File: src/rtl/scurve_sweep_scheduler_pkg.sv
// Shared state encoding, header tag and default widths for the S-curve sweep scheduler.
package scurve_sweep_scheduler_pkg;
    typedef enum logic [3:0] {
        ST_IDLE, ST_LOAD, ST_WAIT_SC, ST_SETTLE, ST_HEADER, ST_ARM,
        ST_RUN, ST_DRAIN, ST_ACK, ST_NEXT, ST_DONE
    } sweepState_t;

    localparam int          DEF_DAC_W      = 10;
    localparam int          DEF_SC_TIMEOUT = 100000;
    localparam int          DEF_ARM_DELAY  = 64;
    localparam logic [15:0] DEF_HEADER_TAG = 16'h5343;
    localparam int          TIMER_W        = 17;
endpackage

File: src/rtl/sync_edge_detect.sv
// Two-flop synchroniser plus rising-edge detector; one-cycle pulse per input edge.
// Latency 2-3 Clk cycles from the asynchronous edge; no backpressure.
module sync_edge_detect (
    input  logic Clk,
    input  logic reset_n,
    input  logic asyncIn,
    output logic risePulse
);
    logic [2:0] syncReg;

    always_ff @(posedge Clk or negedge reset_n) begin
        if (!reset_n) syncReg <= '0;
        else          syncReg <= {syncReg[1:0], asyncIn};
    end

    assign risePulse = syncReg[1] & ~syncReg[2];
endmodule

File: src/rtl/scurve_sweep_scheduler.sv
// Steps SlaveDaq through a DAC threshold sweep: load, settle, header, arm, run, drain, ack per point.
// Data mux is zero-latency pass-through except the 2-cycle header; no backpressure on the USB stream.
module scurve_sweep_scheduler
    import scurve_sweep_scheduler_pkg::*;
#(
    parameter int          DAC_W      = DEF_DAC_W,
    parameter int          SC_TIMEOUT = DEF_SC_TIMEOUT,
    parameter int          ARM_DELAY  = DEF_ARM_DELAY,
    parameter logic [15:0] HEADER_TAG = DEF_HEADER_TAG
) (
    input  logic             Clk,
    input  logic             reset_n,
    input  logic             SweepStart,
    input  logic             SweepStop,
    input  logic [DAC_W-1:0] StartDac,
    input  logic [DAC_W-1:0] EndDac,
    input  logic [DAC_W-1:0] DacStep,
    input  logic [15:0]      TrigPerStep,
    input  logic [15:0]      SettleTime,
    input  logic             AcqStart,
    output logic [DAC_W-1:0] DacValue,
    output logic             ScLoadStart,
    input  logic             ScLoadDone,
    output logic             DaqModuleStart,
    input  logic             DaqAllDone,
    output logic             DaqTransmitDone,
    input  logic [15:0]      DaqData,
    input  logic             DaqData_en,
    output logic [15:0]      OutData,
    output logic             OutData_en,
    output logic             Busy,
    output logic             SweepDone,
    output logic             SweepError
);
    localparam logic [TIMER_W-1:0] TIMEOUT_LAST = TIMER_W'(SC_TIMEOUT - 1);
    localparam logic [TIMER_W-1:0] ARM_LAST     = TIMER_W'(ARM_DELAY - 1);

    sweepState_t        state, stateNext;
    logic [TIMER_W-1:0] timer;
    logic [15:0]        trigCnt;
    logic               stopReq, stopAny;
    logic               acqPulse, sweepPulse;
    logic [16:0]        trigSum, trigTarget;
    logic [DAC_W-1:0]   stepEff;
    logic [DAC_W:0]     nextSum;
    logic               scTimeout;

    sync_edge_detect uAcqSync   (.Clk(Clk), .reset_n(reset_n), .asyncIn(AcqStart),   .risePulse(acqPulse));
    sync_edge_detect uSweepSync (.Clk(Clk), .reset_n(reset_n), .asyncIn(SweepStart), .risePulse(sweepPulse));

    // A stop seen in ARM/RUN/DRAIN/ACK is remembered so NEXT still ends the sweep after the level drops.
    assign stopAny    = SweepStop | stopReq;
    assign trigSum    = {1'b0, trigCnt} + 17'(acqPulse);
    assign trigTarget = {1'b0, (TrigPerStep == 16'd0) ? 16'd1 : TrigPerStep};
    assign stepEff    = (DacStep == '0) ? DAC_W'(1) : DacStep;
    assign nextSum    = {1'b0, DacValue} + {1'b0, stepEff};
    assign scTimeout  = (state == ST_WAIT_SC) && !stopAny && !ScLoadDone && (timer == TIMEOUT_LAST);

    always_comb begin
        stateNext = state;
        case (state)
            ST_IDLE:    if (sweepPulse) stateNext = ST_LOAD;
            ST_LOAD:    stateNext = stopAny ? ST_DONE : ST_WAIT_SC;
            ST_WAIT_SC: begin
                if (stopAny || scTimeout) stateNext = ST_DONE;
                else if (ScLoadDone)      stateNext = ST_SETTLE;
            end
            ST_SETTLE: begin
                if (stopAny)                          stateNext = ST_DONE;
                else if (timer >= {1'b0, SettleTime}) stateNext = ST_HEADER;
            end
            ST_HEADER:  if (timer[0]) stateNext = stopAny ? ST_DONE : ST_ARM;
            ST_ARM: begin
                if (stopAny)                stateNext = ST_DRAIN;
                else if (timer == ARM_LAST) stateNext = ST_RUN;
            end
            ST_RUN:     if (stopAny || (trigSum >= trigTarget)) stateNext = ST_DRAIN;
            ST_DRAIN:   if (DaqAllDone) stateNext = ST_ACK;
            ST_ACK:     if (!DaqAllDone) stateNext = ST_NEXT;
            ST_NEXT:    stateNext = (stopAny || (nextSum > {1'b0, EndDac})) ? ST_DONE : ST_LOAD;
            ST_DONE:    stateNext = ST_IDLE;
            default:    stateNext = ST_IDLE;
        endcase
    end

    always_ff @(posedge Clk or negedge reset_n) begin
        if (!reset_n) begin
            state      <= ST_IDLE;
            timer      <= '0;
            trigCnt    <= '0;
            DacValue   <= '0;
            SweepDone  <= 1'b0;
            SweepError <= 1'b0;
            stopReq    <= 1'b0;
        end else begin
            state   <= stateNext;
            timer   <= (stateNext != state) ? '0 : timer + 1'b1;
            trigCnt <= (state == ST_RUN) ? trigSum[15:0] : '0;
            if (state == ST_IDLE && sweepPulse) begin
                DacValue   <= StartDac;
                SweepDone  <= 1'b0;
                SweepError <= 1'b0;
                stopReq    <= 1'b0;
            end else if (state == ST_DONE) begin
                SweepDone <= 1'b1;
                stopReq   <= 1'b0;
            end else if (SweepStop && state != ST_IDLE) begin
                stopReq <= 1'b1;
            end
            if (scTimeout) SweepError <= 1'b1;
            if (state == ST_NEXT && stateNext == ST_LOAD) DacValue <= nextSum[DAC_W-1:0];
        end
    end

    assign ScLoadStart     = (state == ST_LOAD);
    assign DaqModuleStart  = (state == ST_ARM) || (state == ST_RUN);
    assign DaqTransmitDone = (state == ST_ACK);
    assign Busy            = (state != ST_IDLE) && (state != ST_DONE);

    always_comb begin
        OutData    = DaqData;
        OutData_en = DaqData_en;
        if (state == ST_HEADER) begin
            OutData    = timer[0] ? 16'(DacValue) : HEADER_TAG;
            OutData_en = 1'b1;
        end
    end
endmodule
File: config.mk
export PLATFORM = sky130hd
export DESIGN_NAME = scurve_sweep_scheduler
export DESIGN_NICKNAME = d
export VERILOG_FILES = /design/src/rtl/scurve_sweep_scheduler_pkg.sv /design/src/rtl/sync_edge_detect.sv /design/src/rtl/scurve_sweep_scheduler.sv
export SDC_FILE = /design/constraint.sdc
export NUM_CORES = 1
export LEC_CHECK = 0
export ABC_AREA = 0
export CORE_ASPECT_RATIO = 0.5
export CORE_MARGIN = 2
export CORE_UTILIZATION = 50
export CTS_CLUSTER_DIAMETER = 50
export CTS_CLUSTER_SIZE = 8
export DETAILED_ROUTE_END_ITERATION = 16
export PLACE_DENSITY = 0.82
export SKIP_LAST_GASP = 1
export SLEW_MARGIN = 20
export SYNTH_ARGS = -nofsm -noshare
export SYNTH_HDL_FRONTEND = slang
export SYNTH_SLANG_ARGS = --single-unit
File: constraint.sdc
create_clock -name Clk -period 4.9 [get_ports Clk]
set_input_delay 0.98 -clock Clk [delete_from_list [all_inputs] [get_ports Clk]]
set_output_delay 0.98 -clock Clk [all_outputs]
set_load 0.03 [all_outputs]
==> impl_results.md <==
* Result of the run: finished, final reports clean
* Switch share at 41.57%
* Most common cell in the netlist: dfrtp_1
* Vias in the first global route at 4,579
* WS Path Type: in -> reg
* Min-Delay Path Depth at 0
* TritonCTS Buffers at 5
* DRT antenna net count at 0
* GR Util All Layers at 25.67%
* Total net switching power at 1.058 mW
* Pleak at 3.019 nW
* Final Slew Violations at 0
* Most common library cells after synthesis: 56 x dfrtp_1, 55 x ha_1, 51 x inv_1
* 1st-pass router iterations at 5
* Pint at 1.486 mW
* FF-to-FF path depth at 20
* Multi-input logic area at 0.003068 mm^2
* #FFs+latches synth at 56
* Slew margin rel. at 40.63%
* Peak VDD IR at 0.0003000 V
* FF+latch area at 0.001401 mm^2
* FFs w/ async S/R, synth at 100.0%
* Worst-skew pair later-pin latency at 300 ps
* H-tree depth at 2
* Avg Cell Area, Syn at 8.374 um^2
* I/O pins at 119
* DRT iter0 DRCs at 278
* DIE WIDTH at 139.7 um
* Total grt overflow at 0
* Final WL at 12.80 mm
* Top cells by area, synth: dfrtp_1 30%, ha_1 15%, inv_1 4.2%
* Final HPWL DP at 9.655 mm
* Net Count, Synth at 692
* Worst setup path start: DacStep[5]
* Crit path capture: timer[0]
* Worst Skew at 4.701 ps
* Number of synthesized flops with an enable pin at 0
* Critical Path Start Type: input port
* I/O Buffers at 118
* Crit. End Element: flip-flop
* Logic gate share of total power at 58.5%
* Clk pin slew, worst setup/hold paths at 70 ps
* DR DRC count at 0
* Worst-Margin Slew at 888.3 ps
* Layout filler cell count at 671
* Synth area leader: dfrtp_1
* Placed Area at 0.006060 mm^2
* GR Layer Usage met2 at 44.88%
* Synthesized cell area at 0.004606 mm^2
* Share of the synthesized area in the top cell type at 30.43%
* Rows at 24
* Tot Pwr at 2.544 mW
* Final Hold Fails at 0
* GR peak layer: met2
* CTS Buffer Depth at 2
* Growth of design area from synthesis to finish at 39.12%
* Initial Utilization at 52.17%
* Full die area at 0.01004 mm^2
* Core area at 0.008828 mm^2
* Final period util at 96.35%
* CTS tree: yes
* Met1 usage at 32.96%
* Final antenna diode count at 0
* Reg-to-Reg Start: DacValue[1]
* Synth Flop Type: dfrtp_1
* Number of max-cap violations at 0
* Post-route cell area at 0.006407 mm^2
* Yosys warns at 0
* Nets at 829
* GR Util met3 at 5.481%
* Minimum clock period after layout at 4721 ps
* Distinct cell type count after synthesis at 55
* Clk Tree Root Cell: clkbuf_16
* Setup violators final at 0
* PwrDens at 397.1 mW/mm^2
* Die height at 71.87 um
* Crit path required time at 5140 ps
* Part of the Yosys area used for sequential elements at 30.43%
* Critical R2R Capture: timer[0]
* Class of the worst hold path: reg -> reg
* Sequential power share at 25.5%
* R2R Setup Slk at 770 ps
* Via count at 4,565
* Cell count after synthesis at 550
* Crit path DAT at 4960 ps
* Number of clock sinks at 56
* Initial antenna violation count at 0
* WL/cell at 15.90 um
* Largest net degree at the start of global routing at 57
* Share of layout cells above drive strength 1 at 11.34%
* Fmax at 211.8 MHz
* CP Max Fanout at 8
* GP Congestion at 0.9263
* First-pass GRT wire length at 21.00 mm
* Vias per std cell at 5.671
* Clock share of power at 16.0%
[worst max-delay path, stage by stage]
cell and delay (ps):
dlymetal6s2s_1 110, nor2_1 70, a31o_4 230, ha_4 160, fa_2 370, a211oi_2 250, nor2_2 90, o21ai_2 190
xnor2_2 90, ha_1 320, a21o_1 200, a21oi_2 190, nand2_1 90, o21ai_2 190, a21boi_2 80, or4_1 500
a222oi_1 360, buf_4 220, buf_6 130, and2_4 130
[placed cells by master (no fill, tap or decap), types with 19 or more instances in the layout]
cell             Yosys  final
clkdlybuf4s50_1      0    107
dfrtp_1             56     56
ha_1                55     53
inv_1               51     51
nand2_1             42     42
nor2_1              39     38
buf_4                1     30
nor2b_1             24     23
o21ai_0             25     23
a21oi_1             25     22
nand3_1             23     22
and2_1              22     19
[worst min path at each step]
stage                          startpoint                    end  slack, ps
CTS                   uAcqSync.syncReg[0]    uAcqSync.syncReg[1]        350
global placement    uSweepSync.syncReg[0]  uSweepSync.syncReg[1]        330
floorplan             uAcqSync.syncReg[0]    uAcqSync.syncReg[1]        330
detailed placement    uAcqSync.syncReg[0]    uAcqSync.syncReg[1]        340
finish                uAcqSync.syncReg[0]    uAcqSync.syncReg[1]        350
global route          uAcqSync.syncReg[0]    uAcqSync.syncReg[1]        380
[area by class of cell]
cell class              instances  share of cell area, %
clock inverters                 2                 0.5468
repair buffers                151                  22.36
clock buffers                   6                  2.011
well taps                     117                  2.285
multi-input cells             421                  47.88
inverters                      52                  3.046
flip-flops and latches         56                  21.87
[power groups by stage]
stage	clock network, mW	registers, mW	logic [mW]
global route	0.433	0.657	1.61
finish	0.408	0.649	1.49
CTS	0.413	0.645	1.39
global placement	0	0.649	1.24
detailed placement	0	0.650	1.27
floorplan	0	0.678	0.766
[per-layer routing]
layer	vias to the layer above	share of wire (%)
li1	2229	-
met1	2149	44
met2	171	48
met3	16	6.7
met4	0	1.1
met5	-	0
[state kept, by name, summed over array words and instances, names as in the netlist]
register	count
state	4
SweepDone	1
uAcqSync.syncReg	3
uSweepSync.syncReg	3
timer	17
DacValue	10
SweepError	1
stopReq	1
trigCnt	16
[per-stage QoR]
stage | worst slack, ps | setup TNS (ps) | util, % | cells | hold slack [ps]
floorplan | 46.98 | 0 | - | 550 | 331.2
global placement | -399.3 | -6683 | 68.64 | 791 | 333.6
detailed placement | -599.0 | -11300 | 68.64 | 791 | 336.3
CTS | 9.415 | 0 | 71.81 | 804 | 352.1
global route | -15.78 | -74.82 | 72.58 | 805 | 376.8
finish | 178.7 | 0 | 72.58 | 805 | 351.7
[cells by family (layout without fill, tap and decap cells)]
logic type | Yosys count | after routing | share of synthesized area (%)
AOI/OAI and AO/OA | 100 | 100 | 14.45
xor gates and xnor gates | 36 | 36 | 6.846
adders and majority gates | 56 | 56 | 15.38
buffers and inverters | 73 | 211 | 6.031
DFF | 56 | 56 | 30.43
muxes | 3 | 3 | 0.6520
and+or+nand+nor | 226 | 226 | 26.22
[repair_timing]
item	CTS	global route
buffers inserted	3	2
endpoints found under the setup margin	17	17
hold buffers	0	0
resized for setup	21	33
cloned	2	0
pin swaps	14	19
(Power assumes the default switching activity.)
